**config.mk**
```make
export PLATFORM = sky130hd
export DESIGN_NAME = id_fwd_stage_flat
export DESIGN_NICKNAME = d
export VERILOG_FILES = /design/src/rtl/id_fwd_stage_if.sv /design/src/rtl/id_fwd_stage.sv /design/src/flat_wrapper.sv
export SDC_FILE = /design/constraint.sdc
export NUM_CORES = 2
export LEC_CHECK = 0
export CORE_AREA = 4 4 389 391
export DETAILED_ROUTE_END_ITERATION = 10
export DIE_AREA = 0 0 393 395
export SETUP_SLACK_MARGIN = 0.1
export SLEW_MARGIN = 10
export SYNTH_ARGS = -nofsm -noshare
export SYNTH_HDL_FRONTEND = slang
export SYNTH_SLANG_ARGS = --single-unit
```
**constraint.sdc**
```tcl
create_clock -name clk -period 8.2 [get_ports clk]
set_input_delay 1.64 -clock clk [delete_from_list [all_inputs] [get_ports clk]]
set_output_delay 1.64 -clock clk [all_outputs]
set_load 0.01 [all_outputs]
```
**src/rtl/id_fwd_stage_if.sv**
```systemverilog
// ID-stage bus: instruction/decode inputs, forwarding sources, write-back port,
// and the registered ID/EXE outputs.
interface id_fwd_stage_if #(
    parameter int XLEN   = 32,
    parameter int ALUC_W = 3
);
    logic [31:0]       pc4;
    logic [31:0]       inst;
    logic              c_wreg;
    logic              c_m2reg;
    logic              c_wmem;
    logic              c_aluimm;
    logic              c_shift;
    logic              c_regrt;
    logic              c_sext;
    logic [ALUC_W-1:0] c_aluc;
    logic              flush;
    logic [XLEN-1:0]   exe_alu;
    logic              mem_wreg;
    logic [4:0]        mem_rn;
    logic [XLEN-1:0]   mem_data;
    logic              wb_we;
    logic [4:0]        wb_rn;
    logic [XLEN-1:0]   wb_data;
    logic              stall;
    logic              rsrtequ;
    logic [31:0]       bpc;
    logic [31:0]       jpc;
    logic              exe_wreg;
    logic              exe_m2reg;
    logic              exe_wmem;
    logic              exe_aluimm;
    logic              exe_shift;
    logic [ALUC_W-1:0] exe_aluc;
    logic [4:0]        exe_d;
    logic [XLEN-1:0]   a;
    logic [XLEN-1:0]   b;
    logic [XLEN-1:0]   exe_imm;

    modport slave (
        input  pc4, inst, c_wreg, c_m2reg, c_wmem, c_aluimm, c_shift, c_regrt, c_sext,
               c_aluc, flush, exe_alu, mem_wreg, mem_rn, mem_data, wb_we, wb_rn, wb_data,
        output stall, rsrtequ, bpc, jpc, exe_wreg, exe_m2reg, exe_wmem, exe_aluimm,
               exe_shift, exe_aluc, exe_d, a, b, exe_imm
    );

    modport master (
        output pc4, inst, c_wreg, c_m2reg, c_wmem, c_aluimm, c_shift, c_regrt, c_sext,
               c_aluc, flush, exe_alu, mem_wreg, mem_rn, mem_data, wb_we, wb_rn, wb_data,
        input  stall, rsrtequ, bpc, jpc, exe_wreg, exe_m2reg, exe_wmem, exe_aluimm,
               exe_shift, exe_aluc, exe_d, a, b, exe_imm
    );
endinterface

```
**src/rtl/id_fwd_stage.sv**
```systemverilog
// Pipeline ID stage: register file, operand forwarding, hazard stall,
// branch/jump target generation and the ID/EXE pipeline register.
module id_fwd_stage #(
    parameter int XLEN   = 32,
    parameter int FWD_EN = 1,
    parameter int ALUC_W = 3
) (
    input logic          clk,
    input logic          clrn,
    id_fwd_stage_if.slave bus
);
    logic [4:0]      rs;
    logic [4:0]      rt;
    logic [4:0]      rd;
    logic [4:0]      rn;
    logic [15:0]     imm16;
    logic [XLEN-1:0] imm;
    logic [XLEN-1:0] rf_a;
    logic [XLEN-1:0] rf_b;
    logic [XLEN-1:0] fwd_a;
    logic [XLEN-1:0] fwd_b;
    logic            stall_c;
    logic            bubble;
    logic [XLEN-1:0] regs [32];
    logic            unused_opcode;

    assign rs    = bus.inst[9:5];
    assign rt    = bus.inst[4:0];
    assign rd    = bus.inst[14:10];
    assign imm16 = bus.inst[25:10];
    assign rn    = bus.c_regrt ? rt : rd;
    assign imm   = {{(XLEN-16){bus.c_sext & imm16[15]}}, imm16};

    assign bus.bpc = bus.pc4 + {imm[29:0], 2'b00};
    assign bus.jpc = {bus.pc4[31:28], bus.inst[25:0], 2'b00};

    assign unused_opcode = ^bus.inst[31:26];

    // r0 reads as zero; a same-cycle write-back is bypassed into the read
    assign rf_a = (rs == 5'd0) ? '0 :
                  (bus.wb_we && bus.wb_rn == rs) ? bus.wb_data : regs[rs];
    assign rf_b = (rt == 5'd0) ? '0 :
                  (bus.wb_we && bus.wb_rn == rt) ? bus.wb_data : regs[rt];

    // Register file: cleared by reset, written on write-back (r0 never written)
    always_ff @(posedge clk or negedge clrn) begin
        if (!clrn) begin
            for (int unsigned i = 0; i < 32; i++) begin
                regs[i] <= '0;
            end
        end else if (bus.wb_we && bus.wb_rn != 5'd0) begin
            regs[bus.wb_rn] <= bus.wb_data;
        end
    end

    // Operand selection and hazard detection; EXE result beats MEM result
    always_comb begin
        fwd_a   = rf_a;
        fwd_b   = rf_b;
        stall_c = 1'b0;
        if (FWD_EN != 0) begin
            if (bus.exe_wreg && !bus.exe_m2reg && bus.exe_d == rs && rs != 5'd0) begin
                fwd_a = bus.exe_alu;
            end else if (bus.mem_wreg && bus.mem_rn == rs && rs != 5'd0) begin
                fwd_a = bus.mem_data;
            end
            if (bus.exe_wreg && !bus.exe_m2reg && bus.exe_d == rt && rt != 5'd0) begin
                fwd_b = bus.exe_alu;
            end else if (bus.mem_wreg && bus.mem_rn == rt && rt != 5'd0) begin
                fwd_b = bus.mem_data;
            end
            stall_c = bus.exe_wreg && bus.exe_m2reg && bus.exe_d != 5'd0 &&
                      (bus.exe_d == rs || bus.exe_d == rt);
        end else begin
            stall_c = (rs != 5'd0 && ((bus.exe_wreg && bus.exe_d == rs) ||
                                      (bus.mem_wreg && bus.mem_rn == rs))) ||
                      (rt != 5'd0 && ((bus.exe_wreg && bus.exe_d == rt) ||
                                      (bus.mem_wreg && bus.mem_rn == rt)));
        end
    end

    assign bus.stall   = stall_c;
    assign bus.rsrtequ = (fwd_a == fwd_b);
    assign bubble      = stall_c | bus.flush;

    // ID/EXE pipeline register; a stall or flush inserts an all-zero bubble
    always_ff @(posedge clk or negedge clrn) begin
        if (!clrn) begin
            bus.exe_wreg   <= 1'b0;
            bus.exe_m2reg  <= 1'b0;
            bus.exe_wmem   <= 1'b0;
            bus.exe_aluimm <= 1'b0;
            bus.exe_shift  <= 1'b0;
            bus.exe_aluc   <= '0;
            bus.exe_d      <= '0;
            bus.a          <= '0;
            bus.b          <= '0;
            bus.exe_imm    <= '0;
        end else if (bubble) begin
            bus.exe_wreg   <= 1'b0;
            bus.exe_m2reg  <= 1'b0;
            bus.exe_wmem   <= 1'b0;
            bus.exe_aluimm <= 1'b0;
            bus.exe_shift  <= 1'b0;
            bus.exe_aluc   <= '0;
            bus.exe_d      <= '0;
            bus.a          <= '0;
            bus.b          <= '0;
            bus.exe_imm    <= '0;
        end else begin
            bus.exe_wreg   <= bus.c_wreg;
            bus.exe_m2reg  <= bus.c_m2reg;
            bus.exe_wmem   <= bus.c_wmem;
            bus.exe_aluimm <= bus.c_aluimm;
            bus.exe_shift  <= bus.c_shift;
            bus.exe_aluc   <= bus.c_aluc;
            bus.exe_d      <= rn;
            bus.a          <= fwd_a;
            bus.b          <= fwd_b;
            bus.exe_imm    <= imm;
        end
    end
endmodule

```
**src/flat_wrapper.sv**
```systemverilog
// flat-port wrapper written by rule: the top's interface ports become plain ports
module id_fwd_stage_flat 
#(
    parameter int XLEN   = 32,
    parameter int FWD_EN = 1,
    parameter int ALUC_W = 3
)
  (clk, clrn, bus_pc4, bus_inst, bus_c_wreg, bus_c_m2reg, bus_c_wmem, bus_c_aluimm, bus_c_shift, bus_c_regrt, bus_c_sext, bus_c_aluc, bus_flush, bus_exe_alu, bus_mem_wreg, bus_mem_rn, bus_mem_data, bus_wb_we, bus_wb_rn, bus_wb_data, bus_stall, bus_rsrtequ, bus_bpc, bus_jpc, bus_exe_wreg, bus_exe_m2reg, bus_exe_wmem, bus_exe_aluimm, bus_exe_shift, bus_exe_aluc, bus_exe_d, bus_a, bus_b, bus_exe_imm);
  id_fwd_stage_if #(.XLEN(XLEN), .ALUC_W(ALUC_W)) bus_i ();
  input logic clk;
  input logic clrn;
  input wire logic [$bits(bus_i.pc4)-1:0] bus_pc4;
  input wire logic [$bits(bus_i.inst)-1:0] bus_inst;
  input wire logic [$bits(bus_i.c_wreg)-1:0] bus_c_wreg;
  input wire logic [$bits(bus_i.c_m2reg)-1:0] bus_c_m2reg;
  input wire logic [$bits(bus_i.c_wmem)-1:0] bus_c_wmem;
  input wire logic [$bits(bus_i.c_aluimm)-1:0] bus_c_aluimm;
  input wire logic [$bits(bus_i.c_shift)-1:0] bus_c_shift;
  input wire logic [$bits(bus_i.c_regrt)-1:0] bus_c_regrt;
  input wire logic [$bits(bus_i.c_sext)-1:0] bus_c_sext;
  input wire logic [$bits(bus_i.c_aluc)-1:0] bus_c_aluc;
  input wire logic [$bits(bus_i.flush)-1:0] bus_flush;
  input wire logic [$bits(bus_i.exe_alu)-1:0] bus_exe_alu;
  input wire logic [$bits(bus_i.mem_wreg)-1:0] bus_mem_wreg;
  input wire logic [$bits(bus_i.mem_rn)-1:0] bus_mem_rn;
  input wire logic [$bits(bus_i.mem_data)-1:0] bus_mem_data;
  input wire logic [$bits(bus_i.wb_we)-1:0] bus_wb_we;
  input wire logic [$bits(bus_i.wb_rn)-1:0] bus_wb_rn;
  input wire logic [$bits(bus_i.wb_data)-1:0] bus_wb_data;
  output wire logic [$bits(bus_i.stall)-1:0] bus_stall;
  output wire logic [$bits(bus_i.rsrtequ)-1:0] bus_rsrtequ;
  output wire logic [$bits(bus_i.bpc)-1:0] bus_bpc;
  output wire logic [$bits(bus_i.jpc)-1:0] bus_jpc;
  output wire logic [$bits(bus_i.exe_wreg)-1:0] bus_exe_wreg;
  output wire logic [$bits(bus_i.exe_m2reg)-1:0] bus_exe_m2reg;
  output wire logic [$bits(bus_i.exe_wmem)-1:0] bus_exe_wmem;
  output wire logic [$bits(bus_i.exe_aluimm)-1:0] bus_exe_aluimm;
  output wire logic [$bits(bus_i.exe_shift)-1:0] bus_exe_shift;
  output wire logic [$bits(bus_i.exe_aluc)-1:0] bus_exe_aluc;
  output wire logic [$bits(bus_i.exe_d)-1:0] bus_exe_d;
  output wire logic [$bits(bus_i.a)-1:0] bus_a;
  output wire logic [$bits(bus_i.b)-1:0] bus_b;
  output wire logic [$bits(bus_i.exe_imm)-1:0] bus_exe_imm;
  assign bus_i.pc4 = bus_pc4;
  assign bus_i.inst = bus_inst;
  assign bus_i.c_wreg = bus_c_wreg;
  assign bus_i.c_m2reg = bus_c_m2reg;
  assign bus_i.c_wmem = bus_c_wmem;
  assign bus_i.c_aluimm = bus_c_aluimm;
  assign bus_i.c_shift = bus_c_shift;
  assign bus_i.c_regrt = bus_c_regrt;
  assign bus_i.c_sext = bus_c_sext;
  assign bus_i.c_aluc = bus_c_aluc;
  assign bus_i.flush = bus_flush;
  assign bus_i.exe_alu = bus_exe_alu;
  assign bus_i.mem_wreg = bus_mem_wreg;
  assign bus_i.mem_rn = bus_mem_rn;
  assign bus_i.mem_data = bus_mem_data;
  assign bus_i.wb_we = bus_wb_we;
  assign bus_i.wb_rn = bus_wb_rn;
  assign bus_i.wb_data = bus_wb_data;
  assign bus_stall = bus_i.stall;
  assign bus_rsrtequ = bus_i.rsrtequ;
  assign bus_bpc = bus_i.bpc;
  assign bus_jpc = bus_i.jpc;
  assign bus_exe_wreg = bus_i.exe_wreg;
  assign bus_exe_m2reg = bus_i.exe_m2reg;
  assign bus_exe_wmem = bus_i.exe_wmem;
  assign bus_exe_aluimm = bus_i.exe_aluimm;
  assign bus_exe_shift = bus_i.exe_shift;
  assign bus_exe_aluc = bus_i.exe_aluc;
  assign bus_exe_d = bus_i.exe_d;
  assign bus_a = bus_i.a;
  assign bus_b = bus_i.b;
  assign bus_exe_imm = bus_i.exe_imm;
  id_fwd_stage #(.XLEN(XLEN), .FWD_EN(FWD_EN), .ALUC_W(ALUC_W)) u_core (.clk(clk), .clrn(clrn), .bus(bus_i));
endmodule
```
==> impl_metrics.tcl <==
set metrics [dict create \
    crit_required_ps 6560 \
    outcome "complete, no violations" \
    final_slew_viol_count 0 \
    worst-endpoint-arrival_ps 6280 \
    setup.worst_path.class "input port to output port" \
    max_freq_mhz 126.3 \
    cts.sink_count 1118 \
    yosysUniqueCellTypes 82 \
    vdd.ir_drop.worst_uv 174.8 \
    period_share_pct 96.54 \
    power_leakage_nw 31.68 \
    grt_start_max_net_pins 152 \
    worst_hold_startpoint "u_core.regs[1020]" \
    core_region_area_um2 147500 \
    syn-mean-instance-area_um2 13.00 \
    cts_made_buffers 118 \
    grt_first_pass_wirelength_um 349700 \
    worstReg2RegStart "u_core.bus.exe_d[3]" \
    num_vias 46404 \
    chipHeight_um 395 \
    grt_use_total_pct 31.55 \
    layoutNonFillerInstCount 7031 \
    numPlacedInstances 6796 \
    setup_total_negative_slack_ps 0 \
    drive_gt1_share_pct 37.43 \
    gr-total-overflow 0 \
    numnets_final 5201 \
    worstSkewPairLatency_ps 740 \
    post_detailed_route_drc_marker_count 0 \
    critPathMaxFanout 25 \
    final_util_pct 48.98 \
    cts_htree_levels 3 \
    setup_viol 0 \
    multi_input_area_um2 31210 \
    async_set_or_reset_register_ratio_after_synthesis_pct 100.0 \
    io_pins 360 \
    first_pass_iters 8 \
    vias_in_the_first_global_route 45801 \
    fillers 13032 \
    routed_wl_um 249700 \
    placementRows 141 \
    residual_antenna_violating_net_count_after_detailed_routing 0 \
    die_footprint_um2 155200 \
    dominantRegCellSynth "dfrtp_1" \
    cap_violations 0 \
    fin_skew_ps 27.73 \
    gp_congestion 0.9267 \
    seq_area_um2 27980 \
    area_delta_synth_final_pct 17.20 \
    rsz0062_at_grt "no" \
    synth_enable_flop_cells 0 \
    timing.critical_path.from_type "input port" \
    worstMarginPinSlew_ps 1266 \
    drt_first_iter_violations 5357 \
    post_synth_inst_count 4739 \
    yosysWarnings 0 \
    floorplan.initialDensity_pct 41.79 \
    cp-end-kind "output port" \
    cts.reportedPaths.clkPinSlew_ps 60 \
    mapped_area_um2 61630 \
    place_hpwl_um 162800 \
    avgViaCountPerCell 6.600 \
    synth_seq_area_share_pct 45.40 \
    port-buffer-count 347 \
    final.min_clock_period_ps 7917 \
    hold_path.class "flip-flop to flip-flop" \
    power_density_over_the_cells_nw_per_um2 236.6 \
    relSlewSlack_pct 15.63 \
    cts_buffer_depth 3 \
    wire_per_inst_um 35.51 \
    critical_path.startpoint "bus_inst[9]" \
    synth.ff_latch_count 1118 \
    timing.final.hold_violations 0 \
    clk_root_buffer_cell "clkbuf_16" \
    placement.cell_area_um2 67920 \
    final_hold_slack_ps 399.6 \
    antenna_found_initial 18 \
    die_span_in_x_um 393 \
    final_design_area_no_fill_um2 72230 \
    cts_tree "yes" \
]
-- worst max-delay path: stages --
cell and delay [ps]:
buf_2 730, inv_2 110, buf_4 280, nor2_1 740, a22o_1 320, a2111oi_0 170, buf_4 210, a211oi_1 280
a221o_1 330, xor2_1 180, nand4_1 100, buf_4 170, nor4_2 340, clkdlybuf4s50_1 600
-- logic make-up (layout without fill, tap and decap cells) --
kind of cell	after synthesis	in the layout	share of synthesized area, %
muxes	1758	1758	36.88
DFF	1118	1118	45.40
and+or+nand+nor	611	611	4.899
AOI/OAI and AO/OA	583	583	6.598
buffers and inverters	548	898	4.318
xor gates and xnor gates	90	90	1.279
adders and majority gates	30	30	0.6212
other	1	13	0.006085
-- layer usage --
metal  GRT usage (%)  share of wire, %
met5               0             0.014
met2           47.13                44
met3           7.374                11
met4           16.35               6.0
met1           42.87                40
-- where the power goes --
group,internal [mW],switching [mW],total [mW]
sequential,6.52,0.734,7.26
clock,3.52,2.40,5.93
combinational,2.07,1.84,3.91
-- path summary, 6_finish.rpt --
path                            slack (ps)                end  depth (start not counted)
worst max-delay path                   280        bus_rsrtequ                         14
worst min-delay path                   400  u_core.regs[1020]                          0
worst max register to register        4520   u_core.bus.a[31]                          8
worst min register to register         400  u_core.regs[1020]                          0
max in group asynchronous             5650   u_core.regs[332]                          3
min in group asynchronous              870    u_core.bus.a[0]                          1
-- sequential cells by signal, indices dropped and copies added, names as in the netlist, 3 cells and up --
register             count
u_core.bus.a            32
u_core.bus.b            32
u_core.bus.exe_aluc      3
u_core.bus.exe_d         5
u_core.bus.exe_imm      17
u_core.regs           1024
-- stage by stage --
step	power, mW	worst slack, ps
2_1_floorplan	9.610	2240
3_3_place_gp	11.05	281.4
3_5_place_dp	11.17	285.7
4_1_cts	17.07	276.3
5_1_grt	17.70	274.5
6_report	17.09	283.5
-- area by class of cell --
type                       instances  share of cell area (%)
antenna                           11                 0.03811
inverter                          20                  0.1039
timing repair buffer             654                   8.645
tap                             1930                   3.343
multi-input combinational       3074                   43.21
clock inverter                    54                   1.022
clock buffer                     170                   4.902
sequential                      1118                   38.73
-- placed cells by master (no fill, tap or decap), types with 12 or more instances in the layout --
cell	instances
o22ai_1	132
mux2i_1	445
clkdlybuf4s50_1	336
buf_12	37
o21ai_0	53
a211oi_1	21
a21oi_1	83
nand2_1	137
nor3_1	34
nand4_1	25
buf_4	271
ha_1	29
a221oi_1	23
xnor2_1	46
and2_1	50
mux4_2	298
dfrtp_1	1118
a222oi_1	16
a31oi_1	21
nor2_4	15
clkbuf_8	35
xor2_1	44
a22oi_1	91
inv_1	18
nor4_1	13
bufinv_16	17
clkbuf_1	15
o211ai_1	18
a21o_1	18
nor2b_1	13
a22o_1	12
clkinv_2	25
mux2_2	1006
clkbuf_16	120
o221ai_1	13
nand3_1	71
o2111ai_1	12
nand2b_1	14
and3_1	14
nor2_1	149
-- Yosys cell counts, types with 29 or more instances --
cell,count,share of area [%]
nand2_1,148,0.90
a21oi_1,83,0.67
mux2i_1,445,7.2
buf_1,72,0.44
mux2_2,1006,18
buf_4,87,1.1
buf_2,84,0.68
a22oi_1,91,1.1
nor3_1,35,0.28
o21ai_0,53,0.43
xor2_1,44,0.63
and2_1,51,0.52
nand3_1,72,0.58
mux4_2,298,11
dfrtp_1,1118,45
ha_1,29,0.59
nor2_1,169,1.0
xnor2_1,46,0.65
o22ai_1,132,1.3
clkbuf_1,268,1.6
-- what timing repair did --
action,4_1_cts,5_1_grt
endpoints found under the setup margin,0,1
hold buffers,0,0
setup buffers,0,0
resized for setup,0,1
Note: power is estimated with default switching activity, not from simulation.
